## config.mk

```make
export PLATFORM = sky130hd
export DESIGN_NAME = cp0_unit
export DESIGN_NICKNAME = d
export VERILOG_FILES = /design/src/rtl/cp0_unit.sv
export SDC_FILE = /design/constraint.sdc
export NUM_CORES = 1
export LEC_CHECK = 0
export ABC_AREA = 1
export CORE_UTILIZATION = 47
export DETAILED_ROUTE_END_ITERATION = 16
export HOLD_SLACK_MARGIN = 0.05
export PLACE_DENSITY = 0.82
export SLEW_MARGIN = 10
export SYNTH_ARGS = -nofsm -noshare
export SYNTH_HDL_FRONTEND = slang
export SYNTH_SLANG_ARGS = --single-unit
```

## constraint.sdc

```tcl
create_clock -name clk -period 2.5 [get_ports clk]
set_input_delay 0.5 -clock clk [delete_from_list [all_inputs] [get_ports clk]]
set_output_delay 0.5 -clock clk [all_outputs]
set_load 0.05 [all_outputs]
```

## src/rtl/cp0_unit.sv

```systemverilog
// cp0_unit: MIPS coprocessor 0 holding SR, Cause, EPC and PRId. It arbitrates
// level-sensitive device interrupts against M-stage internal exceptions and
// drives the exception request and return address back into the CPU.
// Optional build macro: CP0_EPC_BYPASS_EN forwards an mtc0 EPC write straight
// onto the epc output in the same cycle.
module cp0_unit #(
  parameter logic [31:0] PRID = 32'h2016_0601
) (
  input  logic        clk,
  input  logic        clr,
  input  logic        we,
  input  logic [4:0]  cp0dst,
  input  logic [31:0] wd,
  input  logic [31:0] pc8_m,
  input  logic        bd,
  input  logic [4:0]  exccode,
  input  logic        exlclr,
  input  logic [5:0]  hwint,
  output logic [31:0] cp0_rd,
  output logic        intreq,
  output logic [31:0] epc
);

  localparam logic [4:0] REG_SR    = 5'd12;
  localparam logic [4:0] REG_CAUSE = 5'd13;
  localparam logic [4:0] REG_EPC   = 5'd14;
  localparam logic [4:0] REG_PRID  = 5'd15;

  // Architectural state; only the implemented fields are stored.
  logic [5:0]  sr_im;
  logic        sr_exl;
  logic        sr_ie;
  logic        cause_bd;
  logic [5:0]  cause_ip;
  logic [4:0]  cause_exc;
  logic [31:0] epc_q;

  logic        irq;
  logic        exc;
  logic        sr_write;
  logic        epc_write;
  logic [31:0] epc_entry;
  logic [31:0] sr_word;
  logic [31:0] cause_word;

  // Masked interrupts and internal exceptions are both blocked while EXL is
  // set, so no nested exception can be requested.
  assign irq    = (|(hwint & sr_im)) & sr_ie & ~sr_exl;
  assign exc    = (exccode != 5'd0) & ~sr_exl;
  assign intreq = irq | exc;

  assign sr_write  = we && (cp0dst == REG_SR);
  assign epc_write = we && (cp0dst == REG_EPC);

  // A delay-slot instruction must restart at its branch, one word earlier.
  assign epc_entry = bd ? (pc8_m - 32'd12) : (pc8_m - 32'd8);

  assign sr_word    = {16'd0, sr_im, 8'd0, sr_exl, sr_ie};
  assign cause_word = {cause_bd, 15'd0, cause_ip, 3'd0, cause_exc, 2'd0};

  // Register update: reset beats exception entry, which beats eret, which
  // beats an mtc0 write; IP simply follows hwint one cycle late.
  always_ff @(posedge clk) begin
    if (!clr) begin
      sr_im     <= 6'd0;
      sr_exl    <= 1'b0;
      sr_ie     <= 1'b0;
      cause_bd  <= 1'b0;
      cause_ip  <= 6'd0;
      cause_exc <= 5'd0;
      epc_q     <= 32'd0;
    end else begin
      cause_ip <= hwint;
      if (intreq) begin
        sr_exl    <= 1'b1;
        cause_bd  <= bd;
        cause_exc <= exc ? exccode : 5'd0;
        epc_q     <= epc_entry & 32'hFFFF_FFFC;
      end else begin
        if (sr_write) begin
          sr_im  <= wd[15:10];
          sr_exl <= wd[1];
          sr_ie  <= wd[0];
        end
        if (epc_write) begin
          epc_q <= wd & 32'hFFFF_FFFC;
        end
        if (exlclr) begin
          sr_exl <= 1'b0;
        end
      end
    end
  end

  // Combinational read port; unmapped indices read as zero.
  always_comb begin
    cp0_rd = 32'd0;
    case (cp0dst)
      REG_SR:    cp0_rd = sr_word;
      REG_CAUSE: cp0_rd = cause_word;
      REG_EPC:   cp0_rd = epc_q;
      REG_PRID:  cp0_rd = PRID;
      default:   cp0_rd = 32'd0;
    endcase
  end

`ifdef CP0_EPC_BYPASS_EN
  // Forward a same-cycle mtc0 EPC write so an immediately following eret
  // sees the new return address.
  always_comb begin
    epc = epc_q;
    if (epc_write) begin
      epc = wd & 32'hFFFF_FFFC;
    end
  end
`else
  // Registered EPC only; the CPU forwards any in-flight mtc0 EPC itself.
  always_comb begin
    epc = epc_q;
  end
`endif

endmodule
```

; ---- Yosys cells after proc, flatten, opt, wreduce, memory -nomap -nowiden
; Index checks and enable logic that the tools add are counted.
; W data, S select, Z words.
[word_totals]
register_bits = 50
inputBits = 85
output_inout_bits = 65
[op_classes]
n_addsub = 2
n_eq_ne = 4
muxes = 8
bitwise = 7
reduce_logical = 7
[ops]
columns = cell, n
row1 = $pmux W32 S4, 1
row2 = $mux W32, 3
row3 = $sub A32 B4 Y32 const B, 2
row4 = $eq A5 B4 Y1 const B, 4
row5 = $and A6 B6 Y6, 1
row6 = $reduce_or A6 Y1, 1
row7 = $mux W5, 1
row8 = $reduce_bool A5 Y1, 1
row9 = $and A1 B1 Y1, 3
row10 = $mux W1, 3
row11 = $reduce_bool A3 Y1, 1
row12 = $logic_and A1 B1 Y1, 2
row13 = $not A1 Y1, 2
row14 = $reduce_and A2 Y1, 1
row15 = $reduce_bool A2 Y1, 1
row16 = $or A1 B1 Y1, 1

; ---- Longest topological paths before layout
[logic_depth]
depth_word = 7
mapped_depth = 13

; ---- Worst setup path after synthesis
; Ideal clock, no wire load.
[synth_timing]
kind = input port to output port
startpoint = input port cp0dst[3]
endpoint = output port cp0_rd[5]
arrival_time_ns = 2.082
path_slack_ns = -0.082
stages = 5
n_path_buf = 1
cell_sequence = nand2_1 -> nor2_2 -> nand2_2 -> clkbuf_1 -> o21ai_0
[synth_via]
elab_chain_cells = 2
[synth_lines]
columns = element, line
row1 = "start, declared", 12  ; input logic [4:0] cp0dst,
row2 = $eq A5 B4 Y1, 98  ; case (cp0dst)
row3 = $pmux W32 S4 (*), 98
row4 = "end, declared", 19  ; output logic [31:0] cp0_rd,
; Mark *: on every way between the ends. The rest lies on a longest branch, timed or not.

; ---- Worst setup path after layout
[layout_timing]
startpoint = input port cp0dst[3]
endpoint = output port cp0_rd[12]
; The elaborated chain is that of the path after synthesis.

==> results.py <==
metrics = {
    "clock_tree": {
        "cts_tree": "done",
        "numCtsBuffers": 5,
        "clock-root-buffer": "clkbuf_8",
        "cts_setup_buffers": 0,
        "path_clk_slew_ns": 0.11,
        "cts_sinks": 50,
        "clk_latency_ns": 0.33,
        "cts-htree-levels": 2,
        "clockBufferDepth": 2,
    },
    "grt": {
        "antenna_found_initial": 0,
        "grt_overflow_total": 0,
        "grtUsageTotal_pct": 31.1,
        "grt_max_degree": 29,
        "grt_first_pass_wirelength_mm": 20.1,
        "grt_pass1_vias": 4059,
    },
    "power_and_ir_drop": {
        "peakVddDrop_uv": 333,
        "powerDensity_mw_per_mm2": 402,
        "total_power_mw": 2.29,
        "leakagePower_nw": 2.55,
    },
    "min_path": {
        "hp-class": "reg2reg",
        "hp-start": "cause_exc[3]",
    },
    "detailed_routing": {
        "firstDrtPassIters": 5,
        "drc": 0,
        "drt_wl_total_mm": 12.6,
        "vias": 4428,
        "routedWlPerCell_um": 14.6,
        "ant_nets": 0,
        "drt-initial-drc-count": 236,
        "vias_per_cell": 5.13,
    },
    "synthesis": {
        "avgSynthCellArea_sq_um": 5.93,
        "ys.flop_type": "dfxtp_1",
        "yosys.area.top_type": "dfxtp_1",
        "ys_top_cells_by_area": "dfxtp_1 27%, nand2_1 22%, inv_1 7.8%",
        "syn_area_sq_mm": 0.00366,
        "synth_top_area_share_pct": 27.3,
        "async_reset_ff_share_pct": 0,
        "yosys.cell_types.count": 40,
        "syn_inst": 618,
        "seq_area_frac_synth_pct": 27.3,
        "yosysWarningCount": 0,
        "synth_edf_count": 0,
        "ys_ff_latch": 50,
    },
    "worst_setup_path": {
        "required_ns": 2.00,
        "cp.arrival_ns": 1.99,
        "cpPeakStageDelay_ns": 0.48,
        "crit_top_cell": "nand2_1",
        "cp-end-kind": "output port",
        "crit_path_max_fanout": 5,
        "rr_startpoint": "sr_im[2]",
        "crit_type": "in2out",
        "crit_chain": "clkdlybuf4s50_1 -> nand2_1 -> nor2_1 -> nand2_2 -> clkinvlp_4 -> nand2_1 -> o211ai_1 -> buf_12",
        "cp_slowest_cell": "clkdlybuf4s50_1",
        "start_kind": "input pin",
        "worstSetupStartpoint": "cp0dst[3]",
    },
    "floorplan": {
        "die-area_sq_mm": 0.00815,
        "num_rows": 31,
        "pin_count": 150,
        "fp.dieH_um": 90.3,
        "fp.dieW_um": 90.3,
        "core_area_sq_mm": 0.00741,
        "start_util_pct": 49.5,
    },
    "timing": {
        "final_hold_viol_count": 0,
        "period_share_pct": 99.7,
        "rsz0062_at_grt": "true",
        "tightest_slew_ns": 0.570,
        "fin_ws_ns": 0.00654,
        "setup_viol": 0,
        "drv_slew": 0,
        "fin_worst_skew_ns": 0.00781,
        "max_slew_margin_pct": 61.9,
        "fmax_mhz": 401,
        "layout_min_cycle_time_ns": 2.49,
    },
    "run_status": {
        "status": "completed",
    },
    "placed_design": {
        "dpl_cell_area_sq_mm": 0.00557,
        "dp_cells": 855,
        "gp_congestion": 0.946,
        "portBuffers": 145,
        "dp_slack_ns": 0.0261,
        "dpl.hpwl_mm": 10.0,
    },
    "finish": {
        "diodes": 0,
        "synthToLayoutAreaGrowth_pct": 55.5,
        "final_design_area_no_fill_sq_mm": 0.00570,
        "fin_util_pct": 76.9,
        "drive_above_1_share_pct": 12.9,
        "fin_cells": 864,
        "finalNetCount": 852,
        "nFillCells": 578,
    },
    "flow_run": {
        "cap_violations": 0,
    },
}
==> registers in the layout (all words and copies together), names as in the netlist <==
signal	count
epc	30
cause_ip	6
sr_im	6
cause_exc	5
cause_bd	1
sr_exl	1
sr_ie	1
==> final cells by class <==
class / count / area (sq um) / area share [%]
Timing Repair Buffer: 158 / 1900 / 33.4
Tap cell: 99 / 124 / 2.17
Clock buffer: 5 / 68.8 / 1.21
Sequential cell: 50 / 1000 / 17.6
Multi-Input combinational cell: 463 / 2230 / 39.2
Timing Repair inverter: 1 / 7.51 / 0.132
Inverter: 85 / 330 / 5.80
Clock inverter: 3 / 28.8 / 0.505
==> metal layers <==
metal	track usage, %	wire (um)	vias to the layer above	part of all wire, %
met5	0	0	-	0
met4	8.20	216	0	1.7
met3	4.04	761	21	6.0
met2	56.3	6260	180	50
met1	38.7	5370	2023	43
li1	-	-	2204	-
==> report_power, final <==
group	internal (mW)	switching, mW	leakage, nW	total, mW
clock	0.208	0.329	0.0502	0.537
combinational	0.341	0.509	2.09	0.850
sequential	0.859	0.0451	0.414	0.904
==> kinds of logic (layout without fill, tap and decap cells) <==
| kind of cell | Yosys count | after routing | synth area share, % |
|---|---|---|---|
| AO/OA/AOI/OAI | 84 | 84 | 12.8 |
| XOR/XNOR | 13 | 13 | 3.11 |
| adder cells (fa/ha/maj) | 3 | 3 | 1.02 |
| buffers and inverters | 106 | 252 | 12.4 |
| flip-flops | 50 | 50 | 27.3 |
| other | 1 | 2 | 0.102 |
| AND/OR/NAND/NOR | 361 | 361 | 43.3 |
==> Yosys cell counts, types with 3 or more instances <==
library cell  instances
nand2_1             218
a21oi_1              34
clkbuf_1              6
buf_2                 5
ha_1                  3
o211ai_1              4
nor2_1               74
inv_1                76
inv_2                 6
o21ai_1              10
xor2_1               11
nand2_2               4
nand4_1               4
nor2_2                7
buf_4                 7
o21ai_0              27
nor2_4                9
dfxtp_1              50
nand3_1              31
==> path summary, 6_finish.rpt <==
check	to	slack [ns]	cells past startpoint
hold / removal	cause_exc[3]	0.48	2
hold reg to reg	cause_exc[3]	0.48	2
setup reg to reg	epc[31]	0.70	11
setup / recovery	cp0_rd[12]	0.007	8
==> placed cells by master, fill, tap and decap left out, types with 3 or more instances in the layout <==
cell | synthesis | final
a21oi_1 | 34 | 34
buf_12 | 0 | 35
buf_4 | 7 | 11
clkbuf_8 | 0 | 5
clkdlybuf4s50_1 | 0 | 112
dfxtp_1 | 50 | 50
ha_1 | 3 | 3
inv_1 | 76 | 75
inv_2 | 6 | 7
nand2_1 | 218 | 217
nand2_2 | 4 | 4
nand2_4 | 2 | 3
nand3_1 | 31 | 30
nand4_1 | 4 | 4
nor2_1 | 74 | 73
nor2_2 | 7 | 7
nor2_4 | 9 | 10
o211ai_1 | 4 | 4
o21ai_0 | 27 | 27
o21ai_1 | 10 | 10
xor2_1 | 11 | 11
==> critical path: cells and delay by family <==
family	cells	cell delay, ns
simple gates	4	0.49
compound gates	1	0.17
buf+inv	3	0.82
==> timing repair <==
action | 4_1_cts | 5_1_grt
endpoints found under the setup margin | 0 | 28
resized for setup | 0 | 8
hold buffers | 0 | 0
==> stage by stage <==
stage | hold WS [ns] | TNS, ns
after floorplan | 0.440 | -0.165
after global placement | 0.449 | 0
after detailed placement | 0.454 | 0
after CTS | 0.469 | 0
after global routing | 0.502 | -0.442
final | 0.482 | 0
Power figures use the tool's default switching activity.
